## config.mk

```make
export PLATFORM = sky130hd
export DESIGN_NAME = button_conditioner
export DESIGN_NICKNAME = d
export VERILOG_FILES = /design/src/rtl/btn_pkg.sv /design/src/rtl/button_channel.sv /design/src/rtl/button_conditioner.sv
export SDC_FILE = /design/constraint.sdc
export NUM_CORES = 1
export LEC_CHECK = 0
export CELL_PAD_IN_SITES_DETAIL_PLACEMENT = 0
export CELL_PAD_IN_SITES_GLOBAL_PLACEMENT = 2
export CORE_MARGIN = 10
export CORE_UTILIZATION = 35
export CTS_CLUSTER_DIAMETER = 30
export CTS_CLUSTER_SIZE = 12
export DETAILED_ROUTE_END_ITERATION = 8
export PLACE_DENSITY_LB_ADDON = 0.05
export SYNTH_ARGS = -nofsm -noshare
export SYNTH_HDL_FRONTEND = slang
export SYNTH_HIERARCHICAL = 1
export SYNTH_SLANG_ARGS = --single-unit
```

## constraint.sdc

```tcl
create_clock -name clock_in -period 2.34 [get_ports clock_in]
set_input_delay 0.351 -clock clock_in [delete_from_list [all_inputs] [get_ports clock_in]]
set_output_delay 0.351 -clock clock_in [all_outputs]
set_load 0.01 [all_outputs]
```

## src/rtl/btn_pkg.sv

```systemverilog
// btn_pkg: shared types and constants for the pushbutton conditioner.
//   - rpt_state_e : per-channel auto-repeat state (IDLE / DELAY / REPEAT)
//   - DEF_*       : default timing in 25 MHz clock cycles
//   - BTN_*       : board channel indices into the CHANNELS-wide vectors
//   - timer_width : width of the repeat timer for a given delay/period pair
package btn_pkg;

  typedef enum logic [1:0] {
    IDLE   = 2'd0,
    DELAY  = 2'd1,
    REPEAT = 2'd2
  } rpt_state_e;

  localparam int DEF_CHANNELS      = 5;
  localparam int DEF_STABLE_CYCLES = 1_000_000;  // 40 ms
  localparam int DEF_REPEAT_DELAY  = 12_500_000; // 500 ms
  localparam int DEF_REPEAT_PERIOD = 2_500_000;  // 100 ms

  localparam int BTN_CHOP  = 0;
  localparam int BTN_LEFT  = 1;
  localparam int BTN_RIGHT = 2;
  localparam int BTN_UP    = 3;
  localparam int BTN_DOWN  = 4;

  // The timer only ever reaches max(delay, period)-1. Never return 0 so a
  // 1-cycle delay/period still gets a legal one-bit register.
  function automatic int timer_width(input int dly, input int per);
    int m;
    m = (dly > per) ? dly : per;
    return (m > 1) ? $clog2(m) : 1;
  endfunction

endpackage

```

## src/rtl/button_channel.sv

```systemverilog
// button_channel: one pushbutton channel.
//   Optional two-flop synchroniser (BTN_SYNC_EN), saturating-counter
//   debouncer, press/release edge pulses and a hold-to-repeat FSM.
// Ports:
//   clock_in     : system clock
//   reset_in     : synchronous, active-high reset
//   noisy_in     : raw button level
//   repeat_en_in : auto-repeat enable
//   clean_out    : debounced level
//   press_out    : 1-cycle pulse when clean_out rises
//   release_out  : 1-cycle pulse when clean_out falls
//   repeat_out   : press pulse plus auto-repeat pulses while held
// Config macro: BTN_SYNC_EN adds the synchroniser (+2 cycles latency).
module button_channel
  import btn_pkg::*;
#(
  parameter int STABLE_CYCLES = DEF_STABLE_CYCLES,
  parameter int REPEAT_DELAY  = DEF_REPEAT_DELAY,
  parameter int REPEAT_PERIOD = DEF_REPEAT_PERIOD
) (
  input  logic clock_in,
  input  logic reset_in,
  input  logic noisy_in,
  input  logic repeat_en_in,
  output logic clean_out,
  output logic press_out,
  output logic release_out,
  output logic repeat_out
);

  localparam int CW = $clog2(STABLE_CYCLES + 1);
  localparam int TW = timer_width(REPEAT_DELAY, REPEAT_PERIOD);
  localparam logic [CW-1:0] CNT_MAX  = CW'(STABLE_CYCLES);
  localparam logic [TW-1:0] DLY_LAST = TW'(REPEAT_DELAY - 1);
  localparam logic [TW-1:0] PER_LAST = TW'(REPEAT_PERIOD - 1);

  logic samp;

`ifdef BTN_SYNC_EN
  logic sync1_q, sync1_d, sync2_q, sync2_d;

  always_comb begin
    sync1_d = noisy_in;
    sync2_d = sync1_q;
  end

  // Both stages load the raw input in reset so the debouncer starts aligned
  // with the pins and no spurious edge walks through the pipe afterwards.
  always_ff @(posedge clock_in) begin
    if (reset_in) begin
      sync1_q <= noisy_in;
      sync2_q <= noisy_in;
    end else begin
      sync1_q <= sync1_d;
      sync2_q <= sync2_d;
    end
  end

  assign samp = sync2_q;
`else
  assign samp = noisy_in;
`endif

  // ---------------- debounce + edge detect ----------------
  logic          new_input_q, new_input_d;
  logic [CW-1:0] count_q, count_d;
  logic          clean_q, clean_d;
  logic          press_q, press_d;
  logic          release_q, release_d;

  always_comb begin
    new_input_d = new_input_q;
    count_d     = count_q;
    clean_d     = clean_q;
    if (samp != new_input_q) begin
      new_input_d = samp;
      count_d     = '0;
    end else if (count_q == CNT_MAX) begin
      clean_d = new_input_q;       // counter saturates here
    end else begin
      count_d = count_q + 1'b1;
    end
    // Pulses are registered on the same edge that moves clean_q.
    press_d   =  clean_d & ~clean_q;
    release_d = ~clean_d &  clean_q;
  end

  // In reset the debounced level is taken straight from the pins (the
  // synchroniser stages hold the same value), so reset never creates an edge.
  always_ff @(posedge clock_in) begin
    if (reset_in) begin
      new_input_q <= noisy_in;
      clean_q     <= noisy_in;
      count_q     <= '0;
      press_q     <= 1'b0;
      release_q   <= 1'b0;
    end else begin
      new_input_q <= new_input_d;
      clean_q     <= clean_d;
      count_q     <= count_d;
      press_q     <= press_d;
      release_q   <= release_d;
    end
  end

  // ---------------- repeat FSM ----------------
  rpt_state_e    state_q;
  logic [TW-1:0] timer_q;
  logic          repeat_q;

  // A release or a dropped enable beats a timer expiry in the same cycle.
  // DELAY/REPEAT imply clean_q==1, so press_d can only occur in IDLE.
  always_ff @(posedge clock_in) begin
    if (reset_in) begin
      state_q  <= IDLE;
      timer_q  <= '0;
      repeat_q <= 1'b0;
    end else begin
      repeat_q <= 1'b0;
      case (state_q)
        IDLE: begin
          if (press_d) begin
            repeat_q <= 1'b1;
            if (repeat_en_in) begin
              timer_q <= '0;
              state_q <= DELAY;
            end
          end
        end
        DELAY: begin
          if (release_d || !repeat_en_in) begin
            state_q <= IDLE;
          end else if (timer_q == DLY_LAST) begin
            repeat_q <= 1'b1;
            timer_q  <= '0;
            state_q  <= REPEAT;
          end else begin
            timer_q <= timer_q + 1'b1;
          end
        end
        REPEAT: begin
          if (release_d || !repeat_en_in) begin
            state_q <= IDLE;
          end else if (timer_q == PER_LAST) begin
            repeat_q <= 1'b1;
            timer_q  <= '0;
          end else begin
            timer_q <= timer_q + 1'b1;
          end
        end
        default: state_q <= IDLE;
      endcase
    end
  end

  assign clean_out   = clean_q;
  assign press_out   = press_q;
  assign release_out = release_q;
  assign repeat_out  = repeat_q;

endmodule

```

## src/rtl/button_conditioner.sv

```systemverilog
// button_conditioner: CHANNELS independent pushbutton conditioners.
// Ports (all CHANNELS wide except clock/reset):
//   clock_in, reset_in (synchronous, active-high)
//   noisy_in     : raw button levels
//   repeat_en_in : per-channel auto-repeat enable
//   clean_out    : debounced levels
//   press_out    : 1-cycle pulse on debounced rise
//   release_out  : 1-cycle pulse on debounced fall
//   repeat_out   : press pulse plus hold-to-repeat pulses
// Config macro: BTN_SYNC_EN inserts a two-flop synchroniser per channel.
// Channel indices for the board buttons are in btn_pkg (BTN_CHOP..BTN_DOWN).
module button_conditioner
  import btn_pkg::*;
#(
  parameter int CHANNELS      = DEF_CHANNELS,
  parameter int STABLE_CYCLES = DEF_STABLE_CYCLES,
  parameter int REPEAT_DELAY  = DEF_REPEAT_DELAY,
  parameter int REPEAT_PERIOD = DEF_REPEAT_PERIOD
) (
  input  logic                clock_in,
  input  logic                reset_in,
  input  logic [CHANNELS-1:0] noisy_in,
  input  logic [CHANNELS-1:0] repeat_en_in,
  output logic [CHANNELS-1:0] clean_out,
  output logic [CHANNELS-1:0] press_out,
  output logic [CHANNELS-1:0] release_out,
  output logic [CHANNELS-1:0] repeat_out
);

  for (genvar g = 0; g < CHANNELS; g++) begin : g_ch
    button_channel #(
      .STABLE_CYCLES (STABLE_CYCLES),
      .REPEAT_DELAY  (REPEAT_DELAY),
      .REPEAT_PERIOD (REPEAT_PERIOD)
    ) u_ch (
      .clock_in     (clock_in),
      .reset_in     (reset_in),
      .noisy_in     (noisy_in[g]),
      .repeat_en_in (repeat_en_in[g]),
      .clean_out    (clean_out[g]),
      .press_out    (press_out[g]),
      .release_out  (release_out[g]),
      .repeat_out   (repeat_out[g])
    );
  end

endmodule

```

==> flow_summary.ini, run 1 <==
[logic_synthesis]
synth_nets = 1772
ys_seq_elements = 255
yosysUniqueCellTypes = 92
synth_mux_area_share_pct = 1.06
synth_compound_area_share_pct = 18.0
yosys.area_share.simple_pct = 32.9
synthFlopType = dfxtp_1
synth_top_family_by_area = simple AND/OR/NAND/NOR gates
yosys_warnings = 6
syn_area_um2 = 14600
synth_fa_ha_area_share_pct = 3.00
synth_xor_area_share_pct = 4.02
synth_top_area_share_pct = 34.3
avgSynthCellArea_um2 = 8.46
synth-async-reset-ratio_pct = 0
ys_seq_area_share_pct = 35.3
synth-edff-count = 5
synth_top_area_cell = dfxtp_1
post_synth_main_area_contributors = dfxtp_1 (34%), nor2_1 (4.8%), nand3_1 (4.2%)
syn_inst = 1725

[timing]
fin_crit_sh_pct = 95.7
whs_ps = 227
setup-tns-final_ps = 0
slew_headroom_pct = 50.6
rsz0062_at_grt = yes
setup_viol = 0
worst_pin_slew_ps = 742
drv_slew = 0
finalHoldViolCount = 0
skew_ps = 17.5
max_freq_mhz = 447
finalWorstSetupSlack_ps = 102
fin_crit_ps = 2240

[drt]
drt_iter0_drc = 686
wire_per_inst_um = 15.5
via_count = 13500
routed_wirelength_um = 39500
detail-route-antenna-nets = 0
drt-vias-per-instance = 5.30
drc = 0
dr.pass1.iters = 5

[setup_path]
required_ps = 2810
worst_setup_path_end_kind = flop
worst-r2r-setup-slack_ps = 100
path_max_fanout = 15
r2r_start = g_ch[1].u_ch/timer_q[6]
arrival_ps = 2710
start_kind = flop
startpoint = g_ch[1].u_ch/timer_q[6]
critPathKind = flop to flop

[pwr]
p_leak_uw = 0.00726
powerDensity_nw_per_um2 = 875
switching_power_uw = 3470
power_frac_clock_pct = 71.0
vdd_drop_max_uv = 931
swShare_pct = 20.2
pwr-share-comb_pct = 2.9
seq_power_share_pct = 26.0
p_int_uw = 13700

[placement]
place_congestion = 0.791
dp_hpwl_um = 27500
dpl_cell_area_um2 = 16400
port_buffers = 31
pre_cts_slack_ps = -102
dp_cells = 2387

[clocking]
ctsRootBufferMaster = clkbuf_16
cts-buffers-inserted = 85
htree_levels = 3
cts.clk_slew.worst_paths_ps = 40
clock_latency_ps = 590
clk_path_buf_depth = 3
clock-sinks = 255
cts_tree = built

[global_routing]
grt_usage_pct = 15.7
grt_start_max_net_pins = 26
antenna_found_initial = 0
grt_pass1_vias = 13300
overflow = 0
grt_first_pass_wirelength_um = 66900

[floorplanning]
num_rows = 74
die_w_um = 224
io_pins = 32
core_area_um2 = 41000
die_h_um = 224
initial_utilization_pct = 35.6
dieArea_um2 = 50200

[finish]
final_cell_mix = dfxtp_1 (250), nor2_1 (186), buf_4 (165), nand2_1 (144), nand3_1 (121)
drive_gt1_share_pct = 21.1
final_cells = 2550
synthToLayoutAreaGrowth_pct = 34.3
fin_nets = 1994
diodes = 0
final_area_um2 = 19600
final_common_cell = dfxtp_1

[outcome]
status = finished, final reports clean

[run]
maxCapViolations = 0

[worst_hold_path]
worstHoldStart = reset_in
worstHoldPathType = primary input to flop
## flip-flops by register name, indices dropped and copies added, names as in the netlist
name,cells
g_ch.u_ch/timer_q,120
g_ch.u_ch/count_q,100
g_ch.u_ch/state_q,10
g_ch.u_ch/clean_out,5
g_ch.u_ch/new_input_q,5
g_ch.u_ch/press_out,5
g_ch.u_ch/release_out,5
g_ch.u_ch/repeat_out,5
## stage by stage
step	total power [µW]	util (%)
after floorplan	4870	-
after global placement	5040	39.9
after detailed placement	5040	39.9
after CTS	17400	47.5
after global routing	17800	47.8
final	17100	47.8
## critical path: stages (launching register included)
cell	delay (ps)
dfxtp_1	300
nor4b_1	340
nand4_1	210
buf_4	190
o41ai_4	350
a21oi_4	160
buf_12	190
a21o_1	150
a22o_1	230
## final timing paths
check	depth (start not counted)	endpoint
worst max register to register	8	g_ch[1].u_ch/timer_q[5]
worst min-delay path	2	g_ch[1].u_ch/release_out
worst min register to register	2	g_ch[4].u_ch/timer_q[1]
worst max-delay path	8	g_ch[1].u_ch/timer_q[5]
## layer usage
layer,up-vias,routed length (µm),GRT usage (%)
met5,-,0,0
met4,0,834,5.55
met3,66,1570,3.80
met2,218,17800,24.6
met1,6343,19300,20.6
li1,6891,-,-
## repair_timing
action,CTS,global route
gates resized for setup,2,17
endpoints found under the setup margin,16,59
cloned,0,0
pin swaps,0,3
buffers inserted,0,5
endpoints found under the hold margin,0,0
hold buffers,0,0
## cell usage after synthesis, types with 11 or more instances
cell type,n
nand2b_1,11
a22oi_1,18
and3_1,50
or3_1,42
nor2_1,187
ha_1,35
and4_2,12
a31oi_1,17
nor3b_1,12
a32oi_1,21
a22o_1,15
inv_1,86
nor2b_1,20
a221o_1,21
a21o_1,19
a21oi_1,66
nand4_1,61
nand2_1,145
nor3_1,36
nand3_1,122
o21ai_0,69
xnor2_1,25
nor4bb_1,14
clkbuf_1,30
and4_1,17
nor4b_1,22
or2_2,12
o32ai_1,12
or4_1,13
xor2_1,42
dfxtp_1,250
mux2i_1,11
## layout make-up
class,instances,area (µm²)
multi-input combinational,1317,8680
tap,532,666
inverter,86,323
timing repair buffer,202,1660
fill,3961,21400
clock inverter,41,628
sequential,255,5150
clock buffer,117,2480
## logic make-up after synthesis
family / Yosys count
compound gates: 354
xor+xnor: 67
fa+ha+maj: 35
buf+inv: 153
flops: 255
mux: 15
simple gates: 846
## power by group through the flow
stage	clock (µW)	sequential, µW	combinational (µW)
final	12200	4470	504
after detailed placement	0	4540	505
after global routing	12700	4470	566
after floorplan	0	4540	332
after CTS	12400	4460	509
after global placement	0	4540	507
No activity file was read; power rests on OpenSTA's default activity.
==> run 2: changes to the inputs <==
--- a/config.mk
+++ b/config.mk
@@ -7,7 +7,7 @@
 export LEC_CHECK = 0
 export CELL_PAD_IN_SITES_DETAIL_PLACEMENT = 0
 export CELL_PAD_IN_SITES_GLOBAL_PLACEMENT = 2
-export CORE_MARGIN = 10
+export CORE_MARGIN = 4
 export CORE_UTILIZATION = 35
 export CTS_CLUSTER_DIAMETER = 30
 export CTS_CLUSTER_SIZE = 12
==> run 2 against run 1 <==
  * Core utilization shrank 1.0 points
  * Final area shrank 2.1%
  * Sequential share of layout area grew 0.57 points
  * Die area shrank 10%
  * First-iteration DRC count grew 3.4%
  * Clock power shrank 9.8%
  * Cell count shrank 0.90%
  * Combinational power grew 2%
  * Clock skew grew 3.9 ps
  * Critical endpoint is now g_ch[1].u_ch/timer_q[9]
  * Largest cell class unchanged
  * Largest power group unchanged
==> flow_summary.ini, run 2 (synthesized netlist as in run 1, its figures left out) <==
[floorplanning]
core_area_um2 = 41000
die_h_um = 212
num_rows = 74
io_pins = 32
dieArea_um2 = 45000
die_w_um = 212
initial_utilization_pct = 35.6

[drt]
met1_length_um = 19200
drt_iter0_drc = 709
met3WireLength_um = 1420
detail-route-antenna-nets = 0
wire_per_inst_um = 15.6
top_layer_used = met5
drt-vias-per-instance = 5.33
dr_wl_met2_um = 17700
via_count = 13500
dr.pass1.iters = 5
drc = 0
routed_wirelength_um = 39300

[timing]
whs_ps = 202
fin_crit_ps = 2250
slew_headroom_pct = 53.7
fin_crit_sh_pct = 95.9
finalHoldViolCount = 0
skew_ps = 21.4
rsz0062_at_grt = no
setup_viol = 0
worst_pin_slew_ps = 694
finalWorstSetupSlack_ps = 95.0
max_freq_mhz = 445
drv_slew = 0

[setup_path]
cp_cell_sequence = or4b_4, or3_4, or2_4, a211oi_4, buf_12, o21bai_1, a22o_1
startpoint = g_ch[1].u_ch/count_q[15]
crit_family = simple AND/OR/NAND/NOR gates
start_kind = flop
path_max_fanout = 24
arrival_ps = 2770
critPathKind = flop to flop
path_depth = 7
crit_buf_inv = 1
worst_setup_path_end_kind = flop
r2r-end = g_ch[1].u_ch/timer_q[9]
required_ps = 2860
crit_slowest_cell = or4b_4
critPathMaxStageDelay_ps = 520
rr_worst_depth = 7
worst-r2r-setup-slack_ps = 90
crit_end = g_ch[1].u_ch/timer_q[9]
r2r_start = g_ch[1].u_ch/count_q[15]

[finish]
diodes = 0
drive_gt1_share_pct = 19.8
fin_nets = 1980
fillers = 3988
utilization_pct = 46.8
final_cell_mix = dfxtp_1 (250), nor2_1 (186), buf_4 (157), nand2_1 (144), nand3_1 (122)
top_regs = g_ch.u_ch/timer_q x120, g_ch.u_ch/count_q x100, g_ch.u_ch/state_q x10
regMostFlops = g_ch.u_ch/timer_q
synthToLayoutAreaGrowth_pct = 31.5
final_common_cell = dfxtp_1
largest_register_ffs = 120

[clocking]
htree_levels = 3
cts.clk_slew.worst_paths_ps = 40
clk_path_buf_depth = 3
clock-sinks = 255
ctsRootBufferMaster = clkbuf_16
cts_tree = built
cts-buffers-inserted = 82
clock_latency_ps = 580

[pwr]
powerDensity_nw_per_um2 = 833
vdd_drop_max_uv = 500
p_leak_uw = 0.00702
finalPower_uw = 16000

[run]
maxCapViolations = 0

[global_routing]
grt_usage_pct = 17.6
grt_first_pass_wirelength_um = 66800
grt_pass1_vias = 13400
grt_start_max_net_pins = 36
antenna_found_initial = 1
overflow = 0

[worst_hold_path]
worstHoldPathType = primary input to flop

[placement]
dp_hpwl_um = 27300
place_congestion = 0.792
pre_cts_slack_ps = -125
port_buffers = 31

[outcome]
status = finished, final reports clean
run 2: cell count changes in the layout (fill, tap and decap cells not counted), moves of 2 or more:
cell / previous run / this run
buf_4: 165 / 157
bufinv_16: 16 / 10
buf_6: 2 / 0
clkinvlp_4: 0 / 5
clkbuf_1: 12 / 18
clkbuf_16: 88 / 83
o21ai_0: 66 / 68
clkinv_2: 21 / 10
o21ai_1: 4 / 2
run 2: report_power, final:
part	internal [µW]	switching, µW
clock	8020	2990
sequential	4420	42.0
combinational	214	299
total	12700	3330
run 2: metrics by stage:
stage	setup TNS [ps]	instance area, µm²	instances
global route	0	19200	2527
finish	0	19200	2527
detailed placement	-1620	16300	2378
global placement	-1620	16300	2378
floorplan	0	14600	1725
CTS	0	19100	2524
run 2: what timing repair did:
action / in CTS / in global routing
pin swaps: 0 / 2
setup buffers: 0 / 3
endpoints found under the setup margin: 20 / 49
gates resized for setup: 3 / 12
hold buffers: 0 / 0
run 2: worst min path at each step:
stage                     slack, ps               startpoint  depth (start not counted)                        to
after global placement          450  g_ch[4].u_ch/timer_q[1]                          2   g_ch[4].u_ch/timer_q[1]
after CTS                       190                 reset_in                          2  g_ch[2].u_ch/release_out
after floorplan                 420                 reset_in                          1   g_ch[1].u_ch/state_q[1]
after detailed placement        460  g_ch[4].u_ch/timer_q[1]                          2   g_ch[4].u_ch/timer_q[1]
final                           200                 reset_in                          2  g_ch[2].u_ch/release_out
after global routing            190                 reset_in                          2  g_ch[2].u_ch/release_out
run 2: worst reg2reg max path, cell delays in order (launching register included):
cell and delay [ps]:
dfxtp_1 300, or4b_4 520, or3_4 380, or2_4 260, a211oi_4 240, buf_12 200, o21bai_1 140, a22o_1 140
run 2: layer usage:
metal / global-route usage, % / vias up
met1: 23.6 / 6311
met5: 0 / -
li1: - / 6876
met2: 28.0 / 208
met3: 3.98 / 81
met4: 5.92 / 2
run 2: layout make-up:
cell class	instances	area (µm²)	share of cell area, %
multi-input combinational	1317	8690	45.3
sequential	255	5150	26.9
clock buffer	118	2380	12.4
timing repair buffer	191	1560	8.13
tap	532	666	3.47
clock inverter	28	414	2.16
inverter	86	323	1.68
==> run 3: changes to the inputs <==
--- a/config.mk
+++ b/config.mk
@@ -5,14 +5,13 @@
 export SDC_FILE = /design/constraint.sdc
 export NUM_CORES = 1
 export LEC_CHECK = 0
-export CELL_PAD_IN_SITES_DETAIL_PLACEMENT = 0
-export CELL_PAD_IN_SITES_GLOBAL_PLACEMENT = 2
 export CORE_MARGIN = 4
 export CORE_UTILIZATION = 35
 export CTS_CLUSTER_DIAMETER = 30
 export CTS_CLUSTER_SIZE = 12
 export DETAILED_ROUTE_END_ITERATION = 8
 export PLACE_DENSITY_LB_ADDON = 0.05
+export SLEW_MARGIN = 20
 export SYNTH_ARGS = -nofsm -noshare
 export SYNTH_HDL_FRONTEND = slang
 export SYNTH_HIERARCHICAL = 1
==> run 3 against run 2 <==
  * Sequential power about the same
  * First-iteration DRC count down 4.8%
  * Hold slack better by 0.96 ps
  * Register-to-register slack worse by 70 ps
  * Non-clock buffer count down 7
  * Global-route usage down 0.30 points
  * Die area unchanged
  * Critical path depth up 2
  * Sequential share of layout area down 0.14 points
  * Routed wire length down 0.73%
  * Core utilization up 0.26 points
  * Total power up 1.6%
  * Highest routed layer is now met4
==> flow_summary.ini, run 3 (synthesized netlist as in run 1, its figures left out) <==
[worst_hold_path]
worstHoldPathType = primary input to flop
worstHoldStart = reset_in

[pwr]
powerDensity_nw_per_um2 = 842
vdd_drop_max_uv = 566
p_int_uw = 12900
power_frac_clock_pct = 69.3
switching_power_uw = 3360
seq_power_share_pct = 27.5
p_leak_uw = 0.00705
pwr-share-comb_pct = 3.2
swShare_pct = 20.7

[placement]
dp_hpwl_um = 26800
dpl_cell_area_um2 = 16200
port_buffers = 31
place_congestion = 0.818

[clocking]
clock-sinks = 255
ctsRootBufferMaster = clkbuf_16
cts.clk_slew.worst_paths_ps = 40
clk_path_buf_depth = 3
clock_latency_ps = 580
cts_tree = built
cts-buffers-inserted = 79
cts_hold_buf = 0
htree_levels = 3

[finish]
final_area_um2 = 19300
regMostFlops = g_ch.u_ch/timer_q
fillers = 3943
diodes = 0
largest_register_ffs = 120
seqCellArea_um2 = 5160
top_regs = g_ch.u_ch/timer_q x120, g_ch.u_ch/count_q x100, g_ch.u_ch/state_q x10
fin_nets = 1970
multi_input_area_um2 = 8680
drive_gt1_share_pct = 20.1
synthToLayoutAreaGrowth_pct = 32.2
final_cell_mix = dfxtp_1 (248), nor2_1 (186), nand2_1 (145), buf_4 (138), nand3_1 (122)
final_common_cell = dfxtp_1

[setup_path]
required_ps = 2810
worst_setup_path_end_kind = flop
path_max_fanout = 6
arrival_ps = 2780
critPathKind = flop to flop
start_kind = flop
r2r_start = g_ch[1].u_ch/timer_q[1]
startpoint = g_ch[1].u_ch/timer_q[1]

[floorplanning]
num_rows = 74
core_area_um2 = 41000
initial_utilization_pct = 35.6
io_pins = 32
dieArea_um2 = 45000
die_w_um = 212
die_h_um = 212

[run]
maxCapViolations = 0

[global_routing]
antenna_found_initial = 0
grt_first_pass_wirelength_um = 65500
grt_pass1_vias = 13300
grt_start_max_net_pins = 37
grt_usage_pct = 17.3
overflow = 0

[outcome]
status = finished, final reports clean

[drt]
wire_per_inst_um = 15.5
via_count = 13500
drt-vias-per-instance = 5.35
dr.pass1.iters = 5
drt_iter0_drc = 675
detail-route-antenna-nets = 0
routed_wirelength_um = 39000
drc = 0

[timing]
setup_viol = 0
worst_pin_slew_ps = 661
setup-tns-final_ps = 0
slew_headroom_pct = 55.9
max_freq_mhz = 432
drv_slew = 0
rsz0062_at_grt = yes
finalHoldViolCount = 0
fin_crit_ps = 2310
fin_crit_sh_pct = 98.8
skew_ps = 16.5
==> run 3: changes by cell type in the layout (fill, tap and decap cells not counted), sizes merged <==
cell      previous run  this run
bufinv              10        15
clkinvlp             5         4
clkinv              10        20
clkbuf             118       105
buf                161       152
==> run 3: cell type report <==
class                      count  area share (%)
tap                          532            3.45
timing repair buffer         184            8.41
clock inverter                42            3.20
inverter                      86            1.67
sequential                   255            26.7
multi-input combinational   1317            45.0
clock buffer                 103            11.5
==> run 3: power by group through the flow <==
stage	Sequential [µW]	Combinational [µW]	Clock [µW]
final	4460	518	11300
after global routing	4460	574	11800
after CTS	4460	504	11500
after detailed placement	4540	502	0
after global placement	4530	500	0
after floorplan	4540	332	0
==> run 3: worst paths after layout <==
path | end | slack (ps) | cells after the start
max | g_ch[1].u_ch/timer_q[14] | 30 | 9
min | g_ch[3].u_ch/state_q[1] | 200 | 2
max reg2reg | g_ch[1].u_ch/timer_q[14] | 30 | 9
min reg2reg | g_ch[4].u_ch/timer_q[1] | 470 | 2
==> run 3: critical path: stages (launching register included) <==
cell and delay [ps]:
dfxtp_1 340, ha_2 180, and3_4 190, nand4_1 130, buf_4 180, o41ai_4 470, a21oi_4 150, buf_6 160
a21o_1 170, a22o_1 230
==> run 3: per-layer routing <==
layer  vias to the layer above  track usage, %  wire (µm)
met1                      6382            22.4      18800
met3                        79            4.10       1350
met5                         -               0          0
met4                         0            5.70        778
li1                       6834               -          -
met2                       191            28.4      18200
==> run 3: through the flow <==
step	power [µW]	util, %	cells	hold slack (ps)	setup WS (ps)
after CTS	16500	46.5	2510	160	10.0
final	16200	47.0	2519	203	27.6
after global routing	16800	47.0	2519	204	-22.4
after global placement	5040	39.6	2365	458	-67.5
after floorplan	4870	-	1725	420	98.2
after detailed placement	5040	39.6	2365	464	-97.1
==> run 3: repair_timing <==
action / in CTS / in global routing
setup endpoints to repair: 23 / 26
pin swaps: 0 / 14
resized for setup: 3 / 19
cloned: 0 / 3
buffers inserted: 0 / 6
